**src/rtl/load_store_unit.sv**
```systemverilog
`default_nettype none
// ============================================================================
// Module      : load_store_unit
// Description : Data-memory load/store stage. Aligns and lane-replicates
//               stores, extracts and extends loads, and drives the dmem
//               valid/ready port. Optional macro LSU_TIMEOUT_EN adds a bus
//               timeout that retires a stalled access with bus_err_o.
// Revision    : 1.0 - initial release
// ============================================================================
module load_store_unit #(
    parameter int ADDR_WIDTH     = 32,
    parameter int WORD_WIDTH     = 32,
    parameter int TIMEOUT_CYCLES = 16
) (
    input  logic                  clk,
    input  logic                  rst,
    input  logic                  req_i,
    input  logic                  we_i,
    input  logic [1:0]            size_i,
    input  logic                  unsigned_i,
    input  logic [ADDR_WIDTH-1:0] addr_i,
    input  logic [WORD_WIDTH-1:0] wdata_i,
    input  logic [4:0]            rd_addr_i,
    output logic                  ready_o,
    output logic                  done_o,
    output logic [WORD_WIDTH-1:0] rdata_o,
    output logic [4:0]            rd_addr_o,
    output logic                  rf_we_o,
    output logic                  misaligned_o,
    output logic                  bus_err_o,
    output logic                  dmem_valid_o,
    input  logic                  dmem_ready_i,
    output logic [ADDR_WIDTH-1:0] dmem_addr_o,
    output logic [WORD_WIDTH-1:0] dmem_wdata_o,
    output logic [3:0]            dmem_we_o,
    input  logic [WORD_WIDTH-1:0] dmem_rdata_i
);

    typedef enum logic [1:0] {
        S_IDLE   = 2'd0,
        S_ACCESS = 2'd1,
        S_DONE   = 2'd2
    } state_e;

    state_e                  state_q, state_d;
    logic                    we_q, we_d;
    logic [1:0]              size_q, size_d;
    logic                    uns_q, uns_d;
    logic [1:0]              off_q, off_d;
    logic [4:0]              rd_q, rd_d;
    logic [ADDR_WIDTH-1:0]   maddr_q, maddr_d;
    logic [WORD_WIDTH-1:0]   mwdata_q, mwdata_d;
    logic [3:0]              mbe_q, mbe_d;
    logic [WORD_WIDTH-1:0]   rdata_q, rdata_d;
    logic                    mis_q, mis_d;
    logic                    berr_q, berr_d;

`ifdef LSU_TIMEOUT_EN
    localparam int CNT_W = $clog2(TIMEOUT_CYCLES + 1);
    logic [CNT_W-1:0]        cnt_q, cnt_d;
`endif

    logic                    w_misaligned;
    logic [3:0]              w_be;
    logic [WORD_WIDTH-1:0]   w_wdata;
    logic [WORD_WIDTH-1:0]   w_shifted;
    logic [WORD_WIDTH-1:0]   w_load;

    always_comb begin
        w_misaligned = 1'b0;
        w_be         = 4'b1111;
        w_wdata      = wdata_i;
        case (size_i)
            2'b00: begin
                w_be    = 4'b0001 << addr_i[1:0];
                w_wdata = {4{wdata_i[7:0]}};
            end
            2'b01: begin
                w_misaligned = addr_i[0];
                w_be         = 4'b0011 << addr_i[1:0];
                w_wdata      = {2{wdata_i[15:0]}};
            end
            2'b10:   w_misaligned = (addr_i[1:0] != 2'b00);
            default: w_misaligned = 1'b1;
        endcase
    end

    // Loaded lane is moved to bit 0 first, then truncated and extended.
    assign w_shifted = dmem_rdata_i >> {off_q, 3'b000};

    always_comb begin
        w_load = w_shifted;
        case (size_q)
            2'b00:   w_load = {{(WORD_WIDTH-8){w_shifted[7] & ~uns_q}}, w_shifted[7:0]};
            2'b01:   w_load = {{(WORD_WIDTH-16){w_shifted[15] & ~uns_q}}, w_shifted[15:0]};
            default: w_load = w_shifted;
        endcase
    end

    always_comb begin
        state_d  = state_q;
        we_d     = we_q;
        size_d   = size_q;
        uns_d    = uns_q;
        off_d    = off_q;
        rd_d     = rd_q;
        maddr_d  = maddr_q;
        mwdata_d = mwdata_q;
        mbe_d    = mbe_q;
        rdata_d  = rdata_q;
        mis_d    = mis_q;
        berr_d   = berr_q;
`ifdef LSU_TIMEOUT_EN
        cnt_d    = cnt_q;
`endif
        case (state_q)
            S_IDLE: begin
                if (req_i) begin
                    we_d     = we_i;
                    size_d   = size_i;
                    uns_d    = unsigned_i;
                    off_d    = addr_i[1:0];
                    rd_d     = rd_addr_i;
                    maddr_d  = {addr_i[ADDR_WIDTH-1:2], 2'b00};
                    mwdata_d = we_i ? w_wdata : '0;
                    mbe_d    = we_i ? w_be : 4'b0000;
                    berr_d   = 1'b0;
                    mis_d    = w_misaligned;
                    if (w_misaligned) begin
                        rdata_d = '0;
                        state_d = S_DONE;
                    end else begin
                        state_d = S_ACCESS;
`ifdef LSU_TIMEOUT_EN
                        cnt_d   = '0;
`endif
                    end
                end
            end
            S_ACCESS: begin
                if (dmem_ready_i) begin
                    rdata_d = we_q ? '0 : w_load;
                    state_d = S_DONE;
                end
`ifdef LSU_TIMEOUT_EN
                else if (cnt_q == CNT_W'(TIMEOUT_CYCLES)) begin
                    rdata_d = '0;
                    berr_d  = 1'b1;
                    state_d = S_DONE;
                end else begin
                    cnt_d = cnt_q + CNT_W'(1);
                end
`endif
            end
            S_DONE:  state_d = S_IDLE;
            default: state_d = S_IDLE;
        endcase
    end

    always_ff @(posedge clk) begin
        if (rst) begin
            state_q  <= S_IDLE;
            we_q     <= 1'b0;
            size_q   <= 2'b00;
            uns_q    <= 1'b0;
            off_q    <= 2'b00;
            rd_q     <= 5'd0;
            maddr_q  <= '0;
            mwdata_q <= '0;
            mbe_q    <= 4'b0000;
            rdata_q  <= '0;
            mis_q    <= 1'b0;
            berr_q   <= 1'b0;
`ifdef LSU_TIMEOUT_EN
            cnt_q    <= '0;
`endif
        end else begin
            state_q  <= state_d;
            we_q     <= we_d;
            size_q   <= size_d;
            uns_q    <= uns_d;
            off_q    <= off_d;
            rd_q     <= rd_d;
            maddr_q  <= maddr_d;
            mwdata_q <= mwdata_d;
            mbe_q    <= mbe_d;
            rdata_q  <= rdata_d;
            mis_q    <= mis_d;
            berr_q   <= berr_d;
`ifdef LSU_TIMEOUT_EN
            cnt_q    <= cnt_d;
`endif
        end
    end

    assign ready_o      = (state_q == S_IDLE) & ~rst;
    assign dmem_valid_o = (state_q == S_ACCESS);
    assign dmem_addr_o  = maddr_q;
    assign dmem_wdata_o = mwdata_q;
    assign dmem_we_o    = dmem_valid_o ? mbe_q : 4'b0000;
    assign done_o       = (state_q == S_DONE);
    assign rdata_o      = rdata_q;
    assign rd_addr_o    = rd_q;
    assign misaligned_o = done_o & mis_q;
    assign rf_we_o      = done_o & ~we_q & ~mis_q & ~berr_q & (rd_q != 5'd0);
`ifdef LSU_TIMEOUT_EN
    assign bus_err_o    = done_o & berr_q;
`else
    assign bus_err_o    = 1'b0;
`endif

endmodule
`default_nettype wire

```
**config.mk**
```make
export PLATFORM = sky130hd
export DESIGN_NAME = load_store_unit
export DESIGN_NICKNAME = d
export VERILOG_FILES = /design/src/rtl/load_store_unit.sv
export SDC_FILE = /design/constraint.sdc
export NUM_CORES = 1
export LEC_CHECK = 0
export BUFFER_PORTS_ARGS = -buffer_cell sky130_fd_sc_hd__buf_2
export CAP_MARGIN = 10
export CELL_PAD_IN_SITES_DETAIL_PLACEMENT = 1
export CELL_PAD_IN_SITES_GLOBAL_PLACEMENT = 2
export CORE_ASPECT_RATIO = 0.5
export CORE_MARGIN = 1
export CORE_UTILIZATION = 23
export CTS_CLUSTER_SIZE = 14
export DETAILED_ROUTE_END_ITERATION = 12
export GPL_TIMING_DRIVEN = 0
export PLACE_DENSITY_LB_ADDON = 0.12
export SYNTH_ARGS = -nofsm -noshare
export SYNTH_HDL_FRONTEND = slang
export SYNTH_SLANG_ARGS = --single-unit
```
**constraint.sdc**
```tcl
create_clock -name clk -period 2 [get_ports clk]
set_clock_uncertainty 0.1 [all_clocks]
set_input_delay 0 -clock clk [delete_from_list [all_inputs] [get_ports clk]]
set_output_delay 0 -clock clk [all_outputs]
set_load 0.02 [all_outputs]
```
# [Word-level counts from Yosys, hierarchy flattened]
# Index checks and enable logic that the tools add are counted.
[op_classes] n_bitwise=11 n_mux=16 shift=3 n_reduce_logical=9 eq_ne=8
[op_table] op="one-hot mux 32 bit (2 select lines)" count=3
[op_table] op="2-to-1 mux 32 bit" count=5
[op_table] op="right shift 32 x 5 -> 32 bit" count=1
[op_table] op="2-to-1 mux 4 bit" count=2
[op_table] op="one-hot mux 4 bit (2 select lines)" count=1
[op_table] op="AND 1 bit" count=7
[op_table] op="equality test 2 x 1 -> 1 bit, second input constant" count=3
[op_table] op="logical NOT 2 bit" count=3
[op_table] op="2-to-1 mux 2 bit" count=3
[op_table] op="nonzero test 5 bit" count=1
[op_table] op="equality test 2 bit, second input constant" count=2
[op_table] op="!= test 2 bit, second input constant" count=2
[op_table] op="NOT 1 bit" count=4
[op_table] op="one-hot mux 2 bit (2 select lines)" count=1
[op_table] op="AND reduction 2 bit" count=2
[op_table] op="AND reduction 4 bit" count=1
[op_table] op="nonzero test 2 bit" count=2
[op_table] op="<< shifter 1 x 2 -> 4 bit, first input constant" count=1
[op_table] op="<< shifter 2 x 2 -> 4 bit, first input constant" count=1
[op_table] op="one-hot mux 1 bit (3 select lines)" count=1
[op_table] op="!= test 2 x 1 -> 1 bit, second input constant" count=1
[totals] reg_bits=112 in_bits=109 wordCells=58 output_inout_bits=111

# [Logic depth before layout (Yosys ltp)]
# Gate-level depths: netlist (run 1).
[logic_depth] depth_word=6 depth_mapped=8 mapped_depth_nobuf=4

# [Worst setup path after synthesis (run 1)]
# OpenSTA, ideal clock, no wires.
[synth_timing] path_type="reg-to-reg" startpoint="register state_q[0]" endpoint="register rdata_q[26] (netlist: rdata_o[26])" n_path_buf=4 stages_incl_launch_ff=9 synth_period_minus_slack_ns=2.057 t_arrival_ns=1.835 path_slack_ns=-0.057 setup_time_ns=0.122 path_cell_list="dfxtp_1 > buf_4 > nor4_1 > or4_1 > buf_6 > and2_4 > buf_6 > buf_8 > a221o_1"
[synth_between] elab_chain_cells=3 elab_cells_between_ends=8 classes_between="eq/ne: 4; mux: 1; reduce/logical: 3"
[synth_lines] item="from (decl)" line="45" source="state_e state_q, state_d;"
[synth_lines] item="from (signal assigned)" line="178" source="state_q <= state_d;"
[synth_lines] item="equality test 2 x 1 -> 1 bit or logical NOT 2 bit (tied branches)" line="116" source="case (state_q)"
[synth_lines] item="!= test 2 x 1 -> 1 bit (no line), or another cell as far along"
[synth_lines] item="AND reduction 4 bit (no line)"
[synth_lines] item="to (signal assigned)" line="187" source="rdata_q <= rdata_d;"
[synth_lines] item="to (decl)" line="54" source="logic [WORD_WIDTH-1:0] rdata_q, rdata_d;"
# Parallel ways exist; a longest one is shown, timed or not.
# A chain may end at the register's enable or synchronous reset.

# [Worst setup path in the final report (run 1)]
[layout_timing] startpoint="register state_q[0]" endpoint="register rdata_q[24] (netlist: rdata_o[24])"
# Same word-level chain as after synthesis.

==> qor.yml, run 1 <==
pwr:
  clkPwrFrac_pct: 33.0
  p_seq_share_pct: 44.6
  power_density_nw_per_um2: 701
  power.share.switching_pct: 29.3
  p_switching_w: 0.00158
  comb_power_share_pct: 22.4
  p_int_w: 0.00381
  vdd_drop_max_mv: 0.347
  p_leak_nw: 3.52
cells_and_area:
  layoutNonFillerInstCount: 1169
  final_common_cell: "buf_2"
  area_growth_pct: 58.4
  fin_nets: 1002
  final_cell_mix: "buf_2 (219), nand2_1 (116), dfxtp_1 (109)"
  multi_input_area_um2: 2430
  drive_gt1_share_pct: 33.6
  diodes: 0
  nFillCells: 2509
  regArea_um2: 2250
route:
  drtIter0Drc: 183
  drt-total-wl_mm: 20.1
  drcViolationCount: 0
  vias: 5322
  dr.pass1.iters: 6
  viasPerCell: 4.55
  final_antenna_net_count: 0
  wl_per_cell_um: 17.2
placed_design:
  preCtsSetupSlack_ns: -0.617
  gp_congestion: 0.745
  placed_cells: 1051
  place_hpwl_mm: 14.8
  port_buffers: 213
grt:
  grt_max_degree: 16
  grt_pass1_vias: 5477
  grt_overflow: 0
  track_usage_pct: 18.7
  antenna_found_initial: 0
  grt_pass1_wl_mm: 31.4
floorplan:
  dieHeight_um: 105
  row_count: 37
  initial_core_util_pct: 23.5
  fp.coreArea_um2: 20600
  die_width_um: 208
  io_pins: 220
  dieArea_um2: 21700
setup_path:
  cp_data_arrival_time_ns: 2.16
  critPathTopFamily: "simple AND/OR/NAND/NOR gates"
  path_cells: "buf_6 -> buf_4 -> mux2i_1 -> or4_4 -> and2_4 -> buf_6 -> a221o_2"
  startpoint_type: "flip-flop"
  cp_common_cell: "buf_6"
  slowest_delay_ns: 0.44
  crit_fanout: 6
  worstSetupPathType: "flip-flop to flip-flop"
  r2r_slack_ns: -0.01
  crit_buf_inv: 3
  cp-end-kind: "flip-flop"
  crit_slowest_cell: "or4_4"
  cp.required_ns: 2.15
sta:
  worstMarginPinSlew_ns: 0.775
  finalMaxSlewViolations: 0
  fin_ws_ns: -0.0114
  setup_viol: 1
  max_freq_ghz: 0.497
  slew_headroom_pct: 48.3
  finalHoldViolCount: 0
  min_period_over_period_pct: 101
  rsz0062_at_grt: "yes"
  min_period_ns: 2.01
cts:
  htreeDepth: 3
  clock_sinks: 112
  cts_tree: "built"
  clk_pin_slew_ns: 0.07
  numCtsBuffers: 9
  clock_latency_ns: 0.36
  clock_path_buffers: 2
  cts_root_buf: "clkbuf_16"
logic_synthesis:
  netlist_instances: 563
  ys_ff_latch: 112
  ys.warnings.count: 0
  yosysSeqAreaShare_pct: 46.1
  netlist_area_um2: 4860
  yosysUniqueCellTypes: 41
  avgSynthCellArea_um2: 8.63
outcome:
  failed_checks: "negative setup slack"
  status: "finished with violations"
worst_hold_path:
  hp-class: "primary input to flip-flop"
job:
  maxCapViolCount: 0
## cell usage after synthesis
master	count	share of area (%)
clkbuf_1	30	2.3
nor4_1	1	0.13
o211a_1	1	0.21
buf_4	4	0.62
buf_2	9	0.93
buf_8	1	0.31
and2_4	1	0.18
a211o_1	12	2.2
a22oi_1	18	2.8
a22o_1	7	1.3
nor3b_1	2	0.31
dfxtp_1	112	46
a21oi_1	72	7.4
a32o_1	1	0.21
or4_1	2	0.31
a211oi_1	1	0.15
nor3_1	1	0.10
conb_1	1	0.077
nand2b_1	2	0.26
buf_1	4	0.31
nor2_1	41	3.2
a2111oi_4	1	0.57
nor4b_1	1	0.18
o31ai_1	1	0.15
o21ai_0	18	1.9
mux2i_1	24	4.9
a221o_2	1	0.23
and4bb_2	1	0.26
mux4_2	2	0.93
nand2_1	116	9.0
a32oi_1	6	1.1
and2_1	6	0.77
nand3_1	16	1.6
a221o_1	9	1.9
inv_1	2	0.15
mux2_2	19	4.4
a2bb2oi_1	1	0.18
buf_6	3	0.70
nor2b_1	10	1.3
nand4b_1	1	0.18
o211ai_1	2	0.31
## power by group through the flow
stage | clock (W) | sequential (W) | combinational, W
detailed placement | 0 | 0.00245 | 0.00102
floorplan | 0 | 0.00256 | 0.000486
global placement | 0 | 0.00245 | 0.00101
CTS | 0.00186 | 0.00241 | 0.00120
finish | 0.00178 | 0.00241 | 0.00121
global route | 0.00192 | 0.00242 | 0.00132
## cell type report
class,count,share of cell area (%)
plain buffers,48,3.45
clock buffers,14,3.56
inverters,2,0.0976
multi-input cells,400,31.6
flip-flops and latches,112,29.2
well taps,273,4.44
repair buffers,320,27.7
## sequential cells by signal (all words and copies together), names as in the netlist
name and count:
dmem_wdata_o 32, rdata_o 32, dmem_addr_o 30, rd_addr_o 5, mbe_q 4, off_q 2
size_q 2, state_q 2, mis_q 1, uns_q 1, we_q 1
## logic make-up after synthesis
family / after synthesis / share of synthesized area (%)
AO/OA/AOI/OAI: 151 / 20.4
buffers and inverters: 53 / 5.33
flip-flops: 112 / 46.1
multiplexers: 45 / 10.3
other: 1 / 0.0772
AND/OR/NAND/NOR: 201 / 17.7
## repair_timing
action | 4_1_cts | 5_1_grt
setup endpoints to repair | 109 | 58
hold buffers | 93 | 0
pin swaps | 15 | 3
endpoints found under the hold margin | 96 | 0
resized for setup | 18 | 20
buffers inserted | 7 | 6
gates cloned | 1 | 0
## metrics by stage
stage	area (um^2)	power, W	TNS [ns]	hold WS (ns)	util, %
3_3_place_gp	6280	0.00346	-25.12	0.142	30.4
4_1_cts	7600	0.00546	-1.08	0.00851	36.8
5_1_grt	7690	0.00567	-0.651	0.0525	37.3
3_5_place_dp	6280	0.00347	-27.68	0.149	30.4
2_1_floorplan	4880	0.00304	-0.224	0.0360	-
6_report	7690	0.00539	-0.0114	0.0208	37.3
## path summary, 6_finish.rpt
kind | from | to | cells after the start
max | state_q[0] | rdata_o[24] | 7
min | we_i | dmem_wdata_o[4] | 3
max reg2reg | state_q[0] | rdata_o[24] | 7
min reg2reg | dmem_wdata_o[20] | dmem_wdata_o[20] | 2
## routing by layer
layer | up-vias | share of wire (%) | wire length (um) | global-route usage [%]
met5 | - | 0 | 0 | 0
met3 | 15 | 5.4 | 1090 | 5.89
li1 | 2624 | - | - | -
met1 | 2566 | 47 | 9410 | 23.8
met4 | 0 | 0.78 | 157 | 3.84
met2 | 117 | 47 | 9470 | 31.1
## worst reg2reg max path, cell delays in order (launching register included)
cell     delay (ns)
dfxtp_2        0.32
buf_6          0.12
buf_4          0.13
mux2i_1        0.10
or4_4          0.44
and2_4         0.23
buf_6          0.13
a221o_2        0.33
No activity file was read; power rests on OpenSTA's default activity.
==> run 2: changes to the inputs <==
--- a/config.mk
+++ b/config.mk
@@ -5,13 +5,14 @@
 export SDC_FILE = /design/constraint.sdc
 export NUM_CORES = 1
 export LEC_CHECK = 0
+export ABC_AREA = 1
 export BUFFER_PORTS_ARGS = -buffer_cell sky130_fd_sc_hd__buf_2
 export CAP_MARGIN = 10
 export CELL_PAD_IN_SITES_DETAIL_PLACEMENT = 1
 export CELL_PAD_IN_SITES_GLOBAL_PLACEMENT = 2
 export CORE_ASPECT_RATIO = 0.5
 export CORE_MARGIN = 1
-export CORE_UTILIZATION = 23
+export CORE_UTILIZATION = 22
 export CTS_CLUSTER_SIZE = 14
 export DETAILED_ROUTE_END_ITERATION = 12
 export GPL_TIMING_DRIVEN = 0
==> run 2 against run 1 <==
The flow now finishes without violations. Via count rose by 12%. Cell area grew 1.1%. Cell count is 17% higher. Critical path type unchanged.
==> qor.yml, run 2 <==
grt:
  grt_max_degree: 18
  grt_overflow: 0
  grt_pass1_vias: 5951
  grt_pass1_wl_mm: 33.4
  track_usage_pct: 18.4
  antenna_found_initial: 0
setup_path:
  cp.depth: 6
  startpoint_type: "flip-flop"
  rr_endpoint: "rdata_o[5]"
  slowest_delay_ns: 0.40
  crit_slowest_cell: "clkbuf_1"
  cp-endpoint: "rdata_o[5]"
  cp_data_arrival_time_ns: 1.84
  path_cells: "inv_1 -> buf_2 -> clkbuf_1 -> o21ai_0 -> o211ai_1 -> a21oi_1"
  cp.required_ns: 2.14
  r2r_slack_ns: 0.30
  crit_buf_inv: 3
  cp-startpoint: "off_q[1]"
  critPathTopFamily: "buffers and inverters"
  ff2ff_path_depth: 6
  crit_fanout: 10
  reg2reg_from: "off_q[1]"
  cp-end-kind: "flip-flop"
  worstSetupPathType: "flip-flop to flip-flop"
cts:
  post_cts_buffers: 0
  hold_buffers: 92
  clock_sinks: 112
  cts_tree: "built"
  clock_latency_ns: 0.37
  numCtsBuffers: 9
  clock_path_buffers: 2
  htreeDepth: 3
  cts_root_buf: "clkbuf_16"
  cts_resized: 0
  clk_pin_slew_ns: 0.07
logic_synthesis:
  netlist_area_um2: 5120
  ys.warnings.count: 0
  synth_edf_count: 0
  synthFlopType: "dfxtp_1"
  yosysUniqueCellTypes: 30
  synthTopCellsByCount: "nand2_1 (275), a21oi_1 (120), dfxtp_1 (112), nor2_1 (51), nand3_1 (28)"
  synth.most_common_cell: "nand2_1"
  async_flop_share_pct: 0
  synth.area.top_cells: "dfxtp_1 (44%), nand2_1 (20%), a21oi_1 (12%)"
  avgSynthCellArea_um2: 6.94
  ys_ff_latch: 112
  netlist_instances: 738
  yosysSeqAreaShare_pct: 43.8
  yosysTopAreaCellShare_pct: 43.8
  synth_top_area_cell: "dfxtp_1"
worst_hold_path:
  hp-class: "primary input to flip-flop"
  min_delay_path_depth: 5
cells_and_area:
  final_area_um2: 7780
  final_cell_mix: "nand2_1 (275), buf_2 (231), a21oi_1 (120)"
  final_util_pct: 34.1
  layoutNonFillerInstCount: 1369
  final_common_cell: "nand2_1"
  area_growth_pct: 51.9
  diodes: 0
  drive_gt1_share_pct: 26.6
  fin_nets: 1167
sta:
  setup_viol: 0
  finalMaxSlewViolations: 0
  tns_ns: 0
  max_freq_ghz: 0.589
  holdWs_ns: 0.0140
  finalHoldViolCount: 0
  worstMarginPinSlew_ns: 0.669
  min_period_ns: 1.70
  rsz0062_at_grt: "no"
  min_period_over_period_pct: 84.9
  slew_headroom_pct: 55.4
floorplan:
  row_count: 39
  dieHeight_um: 110
  initial_core_util_pct: 22.4
  die_width_um: 218
  dieArea_um2: 23900
  fp.coreArea_um2: 22800
  io_pins: 220
route:
  drcViolationCount: 0
  drt-total-wl_mm: 21.7
  dr.pass1.iters: 4
  drtIter0Drc: 212
  final_antenna_net_count: 0
  vias: 5950
  wl_per_cell_um: 15.9
  viasPerCell: 4.35
placed_design:
  place_hpwl_mm: 16.5
  placed_cells: 1262
  port_buffers: 215
  gp_congestion: 0.776
  placed_cell_area_um2: 6590
outcome:
  status: "complete, no violations"
job:
  maxCapViolCount: 0
pwr:
  power_density_nw_per_um2: 708
  p_leak_nw: 3.59
  vdd_drop_max_mv: 0.450
[run 2: per-stage QoR]
stage | power, W | setup slack, ns
final | 0.00551 | 0.301
after floorplan | 0.00317 | 0.488
after global placement | 0.00364 | 0.316
after CTS | 0.00562 | 0.255
after global routing | 0.00585 | 0.121
after detailed placement | 0.00365 | 0.282
[run 2: worst min path at each step]
stage                    startpoint         endpoint
floorplan                wdata_i[0]  dmem_wdata_o[0]
global placement         addr_i[20]  dmem_addr_o[20]
detailed placement       addr_i[24]  dmem_addr_o[24]
CTS                 dmem_rdata_i[6]       rdata_o[6]
global route        dmem_rdata_i[2]       rdata_o[2]
finish              dmem_rdata_i[2]       rdata_o[2]
[run 2: routing by layer]
metal / track usage [%] / wire (um) / vias to the layer above / share of wire (%)
met1: 24.1 / 10500 / 2806 / 48
met3: 5.75 / 1040 / 15 / 4.8
met5: 0 / 0 / - / 0
li1: - / - / 3024 / -
met4: 4.12 / 228 / 0 / 1.0
met2: 29.6 / 9950 / 105 / 46
[run 2: area by class of cell]
type / count / area, um^2
Inverter: 32 / 128
Multi-Input combinational cell: 543 / 2440
Fill cell: 2916 / 15100
Buffer: 53 / 313
Clock inverter: 4 / 27.5
Sequential cell: 112 / 2240
Timing Repair Buffer: 307 / 2000
Tap cell: 307 / 384
Clock buffer: 11 / 243
[run 2: cell families (layout without fill, tap and decap cells)]
| family | Yosys count | in the layout | share of synthesized area, % |
|---|---|---|---|
| other | 1 | 3 | 0.0733 |
| AO/OA/AOI/OAI | 174 | 174 | 18.2 |
| AND/OR/NAND/NOR | 366 | 366 | 29.3 |
| buffers and inverters | 85 | 407 | 8.60 |
| flip-flops | 112 | 112 | 43.8 |
[run 2: worst reg2reg max path, stage by stage (launching register included)]
cell and delay (ns):
dfxtp_1 0.31, inv_1 0.11, buf_2 0.24, clkbuf_1 0.40, o21ai_0 0.18, o211ai_1 0.14, a21oi_1 0.08
[run 2: report_power, final]
group | internal (W) | total, W | switching, W
sequential | 0.00234 | 0.00240 | 0.0000592
combinational | 0.000517 | 0.00133 | 0.000813
clock | 0.000879 | 0.00178 | 0.000901
